[config.mk]
export PLATFORM = sky130hd
export DESIGN_NAME = syndrome_collector
export DESIGN_NICKNAME = d
export VERILOG_FILES = /design/src/rtl/syndrome_collector.sv
export SDC_FILE = /design/constraint.sdc
export NUM_CORES = 1
export LEC_CHECK = 0
export BUFFER_PORTS_ARGS = -buffer_cell sky130_fd_sc_hd__buf_2
export CAP_MARGIN = 25
export CORE_MARGIN = 4
export CORE_UTILIZATION = 35
export CTS_CLUSTER_SIZE = 8
export DETAILED_ROUTE_END_ITERATION = 7
export HOLD_SLACK_MARGIN = 0.03
export PLACE_DENSITY = 0.66
export SLEW_MARGIN = 20
export SYNTH_ARGS = -nofsm -noshare
export SYNTH_HDL_FRONTEND = slang
export SYNTH_SLANG_ARGS = --single-unit
[constraint.sdc]
create_clock -name clk -period 2.9 [get_ports clk]
set_clock_uncertainty 0.05 [all_clocks]
set_input_delay 0.58 -clock clk [delete_from_list [all_inputs] [get_ports clk]]
set_output_delay 0.58 -clock clk [all_outputs]
set_load 0.03 [all_outputs]
[src/rtl/syndrome_collector.sv]
// -----------------------------------------------------------------------------
// syndrome_collector
//
// Captures one codeword's worth of syndromes (NUM_SYN bytes, presented as a
// single parallel word on a one-cycle syn_valid_in pulse), buffers up to two
// codewords in a ping-pong pair of entries, and hands them in arrival order to
// the key-equation solver.
//
// Each entry stores the syndrome word plus a zero flag (all syndromes == 0),
// which is presented as error_free alongside the head entry.
//
// Handshake on the output side: the head entry is transferred on any cycle
// where syn_valid_out && syn_ready_in. syn_valid_out never drops without a
// transfer, and syn_out/error_free hold steady while stalled. syn_ready_in is
// ignored while syn_valid_out is low.
//
// Ports:
//   clk, rst_n      clock, asynchronous active-low reset
//   syn_in          NUM_SYN*8 syndrome bytes, S0 in bits [7:0]
//   syn_valid_in    one-cycle pulse marking a complete syndrome word
//   syn_out         head-entry syndromes (registered, same packing as syn_in)
//   error_free      head entry has all syndromes zero
//   syn_valid_out   head entry available
//   syn_ready_in    solver accepts the head entry
//   overflow        sticky: a codeword was dropped on a full buffer
//   cw_cnt          accepted codewords (wraps)
//   err_cw_cnt      accepted codewords with a non-zero syndrome (wraps)
// -----------------------------------------------------------------------------
module syndrome_collector #(
  parameter int NUM_SYN = 16,
  parameter int CNT_W   = 16
) (
  input  logic                   clk,
  input  logic                   rst_n,
  input  logic [NUM_SYN*8-1:0]   syn_in,
  input  logic                   syn_valid_in,
  output logic [NUM_SYN*8-1:0]   syn_out,
  output logic                   error_free,
  output logic                   syn_valid_out,
  input  logic                   syn_ready_in,
  output logic                   overflow,
  output logic [CNT_W-1:0]       cw_cnt,
  output logic [CNT_W-1:0]       err_cw_cnt
);

  localparam int SW = NUM_SYN * 8;

  logic [SW-1:0] mem_data [0:1];
  logic          mem_zf   [0:1];
  logic          wr_ptr;
  logic          rd_ptr;
  logic [1:0]    occ;

  logic zf_in;
  logic pop;
  logic push;

  // Zero flag is derived from the incoming word so it is stored with the entry.
  assign zf_in = ~(|syn_in);

  assign pop  = (occ != 2'd0) && syn_ready_in;
  // A full buffer still accepts when the head leaves in the same cycle; the
  // slot being written is then the one being vacated (wr_ptr == rd_ptr).
  assign push = syn_valid_in && ((occ != 2'd2) || pop);

  always_ff @(posedge clk or negedge rst_n) begin
    if (!rst_n) begin
      mem_data[0] <= '0;
      mem_data[1] <= '0;
      mem_zf[0]   <= 1'b0;
      mem_zf[1]   <= 1'b0;
      wr_ptr      <= 1'b0;
      rd_ptr      <= 1'b0;
      occ         <= 2'd0;
      overflow    <= 1'b0;
      cw_cnt      <= '0;
      err_cw_cnt  <= '0;
    end else begin
      if (push) begin
        mem_data[wr_ptr] <= syn_in;
        mem_zf[wr_ptr]   <= zf_in;
        wr_ptr           <= ~wr_ptr;
        cw_cnt           <= cw_cnt + CNT_W'(1);
        if (!zf_in) begin
          err_cw_cnt <= err_cw_cnt + CNT_W'(1);
        end
      end else if (syn_valid_in) begin
        overflow <= 1'b1;
      end

      if (pop) begin
        rd_ptr <= ~rd_ptr;
      end

      case ({push, pop})
        2'b10:   occ <= occ + 2'd1;
        2'b01:   occ <= occ - 2'd1;
        default: occ <= occ;
      endcase
    end
  end

  // Outputs come straight from stored entries, never from syn_in.
  assign syn_out       = mem_data[rd_ptr];
  assign error_free    = mem_zf[rd_ptr];
  assign syn_valid_out = (occ != 2'd0);

endmodule

; ---- Word-level counts from Yosys, hierarchy flattened
; Index checks and enable logic that the tools add are counted.
[op_classes]
add_sub_neg = 4
magnitude_cmp = 3
n_eq_ne = 3
muxes = 13
n_bitwise = 6
n_reduce_logical = 9
[op_table]
columns = cell, count
row1 = $mux 128, 4
row2 = $bwmux 256, 1
row3 = $demux 128 s1, 1
row4 = $reduce_or 128->1, 1
row5 = $add 16x1->16 const B, 2
row6 = $ge 2x2->1 const B, 2
row7 = $mux 1, 4
row8 = $not 1->1, 4
row9 = $not 1->2, 2
row10 = $pmux 2 s2, 1
row11 = $reduce_and 2->1, 2
row12 = $reduce_bool 2->1, 2
row13 = $logic_and 1x1->1, 3
row14 = $add 2x1->2 const B, 1
row15 = $bwmux 2, 1
row16 = $eq 2x1->1 const B, 1
row17 = $eq 2x2->1 const B, 1
row18 = $lt 2x1->1 const B, 1
row19 = $ne 2x2->1 const B, 1
row20 = $sub 2x1->2 const B, 1
row21 = $demux 1 s1, 1
row22 = $logic_or 1x1->1, 1
[word_totals]
register_bits = 295
inputBits = 132
output_inout_bits = 163

; ---- Longest topological paths before layout
[depth]
word_depth = 6
mapped_depth = 9
mapped_depth_nobuf = 7

; ---- Worst setup path after synthesis
; OpenSTA, ideal clock, no wires.
[synth_timing]
path_type = register to output
from = reg rd_ptr
to = out error_free
t_arrival_ps = 1619
path_slack_ps = 651
path_stages_with_launch = 5
path_buffers = 3
cell_sequence = dfrtp_1 -> clkbuf_1 -> clkbuf_1 -> clkbuf_1 -> o21ai_0
[synth_between]
elab_chain_cells = 4
[synth_lines]
columns = element, line
row1 = from (decl), 51  ; logic rd_ptr;
row2 = from (signal assigned), 92  ; rd_ptr <= ~rd_ptr;
row3 = $not 1->2 (implied by the code), 105  ; assign error_free = mem_zf[rd_ptr];
row4 = $mux 1 (implied by the code) (3 in a row), 105
row5 = to (decl), 38  ; output logic error_free,
; No other way between the ends. The select of a mux whose other input is x is not followed.

; ---- Final worst setup path
[layout_timing]
from = reg rd_ptr
to = out syn_out[96]
[layout_between]
elab_chain_cells = 4
[layout_lines]
columns = element, line
row1 = $not 1->2 (implied by the code), 104  ; assign syn_out = mem_data[rd_ptr];
row2 = $mux 128 (implied by the code) (3 in a row), 104
row3 = to (decl), 37  ; output logic [NUM_SYN*8-1:0] syn_out,
; No other way between the ends. The select of a mux whose other input is x is not followed.

==> impl_metrics.json <==
{
  "num_vias": 8384,
  "fp.coreArea_sq_um": 37800,
  "synth.most_common_cell": "dfrtp_1",
  "path_clk_slew_ns": 0.05,
  "dieArea_sq_um": 41700,
  "power_leakage_uw": 0.00762,
  "drv_slew": 0,
  "place_congestion": 0.788,
  "synth-async-reset-ratio": 1.00,
  "worstSetupEndpointType": "primary output",
  "synth_nets": 1015,
  "drc": 0,
  "busiest_layer": "met2",
  "finalCriticalPeriod_ns": 2.69,
  "wire_per_inst_microns": 19.6,
  "synth.yosys.seq_area_share": 0.548,
  "grt_pass1_vias": 9328,
  "postCtsSetupBuffers": 0,
  "synth_edf_count": 0,
  "syn_avg_cell_area_sq_um": 15.3,
  "layout-drive-gt1-share": 0.628,
  "drt_iter0_drc": 309,
  "grt-ovfl-total": 0,
  "slew_headroom": 0.628,
  "viasPerCell": 4.89,
  "routed_wl_microns": 33600,
  "setup_tns_ns": 0,
  "crit_arrival_ns": 2.06,
  "worst_hold_path_type": "in2reg",
  "antenna_left": 0,
  "required_ns": 2.27,
  "cts_buffer_depth": 3,
  "port_buffers": 294,
  "ios": 295,
  "ys_ff_latch": 295,
  "worstSetupPathType": "reg2out",
  "power_density_nw_per_um2": 1340,
  "synth_top_area_share": 0.548,
  "ys_types": 31,
  "ys.flop_type": "dfrtp_1",
  "dp_hpwl_microns": 23200,
  "clk_latency_ns": 0.53,
  "synth_area_leader_cell": "dfrtp_1",
  "die_h_microns": 204,
  "cts-root-buf": "clkbuf_16",
  "grtUsageMet2": 0.250,
  "status": "complete, no violations",
  "setup_violations": 0,
  "worst_slack_ns": 0.208,
  "final_nets": 1332,
  "tritoncts": "done",
  "gr-usage-met1": 0.216,
  "fin_total_pwr_uw": 22400,
  "met3_usage": 0.0506,
  "syn_to_final_growth_pct": 24.1,
  "grt_usage": 0.162,
  "cts_buffers": 42,
  "die_w_microns": 204,
  "grt_start_max_net_pins": 65,
  "maxCapViolCount": 0,
  "syn-cell-area_sq_um": 13500,
  "grt_antenna_before_repair": 3,
  "worst_slew_pin_slew_ns": 0.553,
  "hold_viol": 0,
  "synthTopCellsByArea": "dfrtp_1 55%, mux2_2 24%, mux2_4 11%, xnor2_1 1.8%, nor4_1 1.5%",
  "yosys_warnings": 0,
  "max_freq_mhz": 372,
  "rows": 71,
  "synthTopCellsByCount": "295 x dfrtp_1, 287 x mux2_2, 98 x mux2_4",
  "fin_crit_sh": 0.928,
  "worst-path-max-fanout": 38,
  "place_ws_ns": 0.173,
  "firstDrtPassIters": 4,
  "start_util": 0.356,
  "htreeDepth": 2,
  "cts_sinks": 295,
  "synthCells": 880,
  "cp-start-kind": "flop",
  "grt_pass1_wl_microns": 53700,
  "rsz0062_at_grt": "no",
  "peakVddDrop_mv": 0.615
}
## cell families (layout without fill, tap and decap cells)
kind of cell | count (synthesis) | count (layout) | share of synthesized area
muxes | 385 | 385 | 0.349
DFF | 295 | 295 | 0.548
AOI/OAI and AO/OA | 6 | 6 | 0.00241
adders and majority gates | 3 | 3 | 0.00279
and+or+nand+nor | 109 | 109 | 0.0459
xor gates and xnor gates | 35 | 35 | 0.0228
other | 0 | 2 | 0
buffers and inverters | 47 | 367 | 0.0291
## layout make-up
| cell class | count | area [sq um] |
|---|---|---|
| well taps | 511 | 639 |
| flip-flops and latches | 295 | 7390 |
| diodes | 2 | 5.00 |
| clock buffers | 47 | 1130 |
| multi-input cells | 538 | 5710 |
| fillers | 3514 | 21100 |
| inverters | 2 | 12.5 |
| repair buffers | 318 | 1830 |
## flip-flops by register name, summed over array words and instances, names as in the netlist
| register | flops |
|---|---|
| cw_cnt | 16 |
| rd_ptr | 1 |
| wr_ptr | 1 |
| mem_zf | 2 |
| occ | 2 |
| overflow | 1 |
| err_cw_cnt | 16 |
| mem_data | 256 |
## timing repair
| item | in CTS | in global routing |
|---|---|---|
| gates resized for setup | 0 | 0 |
| hold endpoints to repair | 53 | 0 |
| endpoints found under the setup margin | 0 | 0 |
| hold buffers | 1 | 0 |
## per-layer routing
metal	vias to the layer above	routed length (microns)
li1	3810	-
met1	4288	14800
met2	219	15600
met3	63	2340
met4	4	888
met5	-	27
## critical path, cell delays in order, from the launching register on
cell and delay [ns]:
dfrtp_4 0.45, buf_4 0.46, mux2_2 0.41, buf_2 0.18
## final timing paths
path	from	end	slack, ns	cells after the start
min in group asynchronous	rst_n	mem_data[181]$_DFFE_PN0P_	0.54	2
max	rd_ptr$_DFFE_PN0P_	syn_out[96]	0.21	3
max in group asynchronous	rst_n	rd_ptr$_DFFE_PN0P_	1.45	3
max reg2reg	occ[0]$_DFFE_PN0P_	mem_data[131]$_DFFE_PN0P_	0.58	6
min	syn_valid_in	overflow$_DFFE_PN0P_	0.26	2
min reg2reg	overflow$_DFFE_PN0P_	overflow$_DFFE_PN0P_	0.41	1
## where the power goes
group	internal, uW	total (uW)	switching, uW
Sequential	6100	7130	1030
Combinational	4890	10900	6030
Clock	2700	4370	1670
Total	13700	22400	8730
## metrics by stage
stage	instance area [sq um]	utilization	instances	hold slack [ns]
after floorplan	13500	-	880	0.234
after global placement	15600	0.411	1663	0.389
after detailed placement	15600	0.411	1663	0.392
after CTS	16700	0.442	1711	0.199
after global routing	16700	0.442	1712	0.217
final	16700	0.442	1713	0.258
## layout by cell type, fill, tap and decap left out, drive strengths merged, types with 3 or more instances in the layout
cell | Yosys | final
mux2 | 385 | 385
buf | 33 | 317
dfrtp | 295 | 295
clkbuf | 12 | 47
nor4 | 34 | 34
xnor2 | 27 | 27
nand4 | 18 | 18
nand3 | 16 | 16
nand2 | 15 | 15
nor2 | 9 | 9
xor2 | 8 | 8
and3 | 7 | 7
and2 | 4 | 4
o21ai | 3 | 3
ha | 3 | 3
Power figures use the tool's default switching activity.
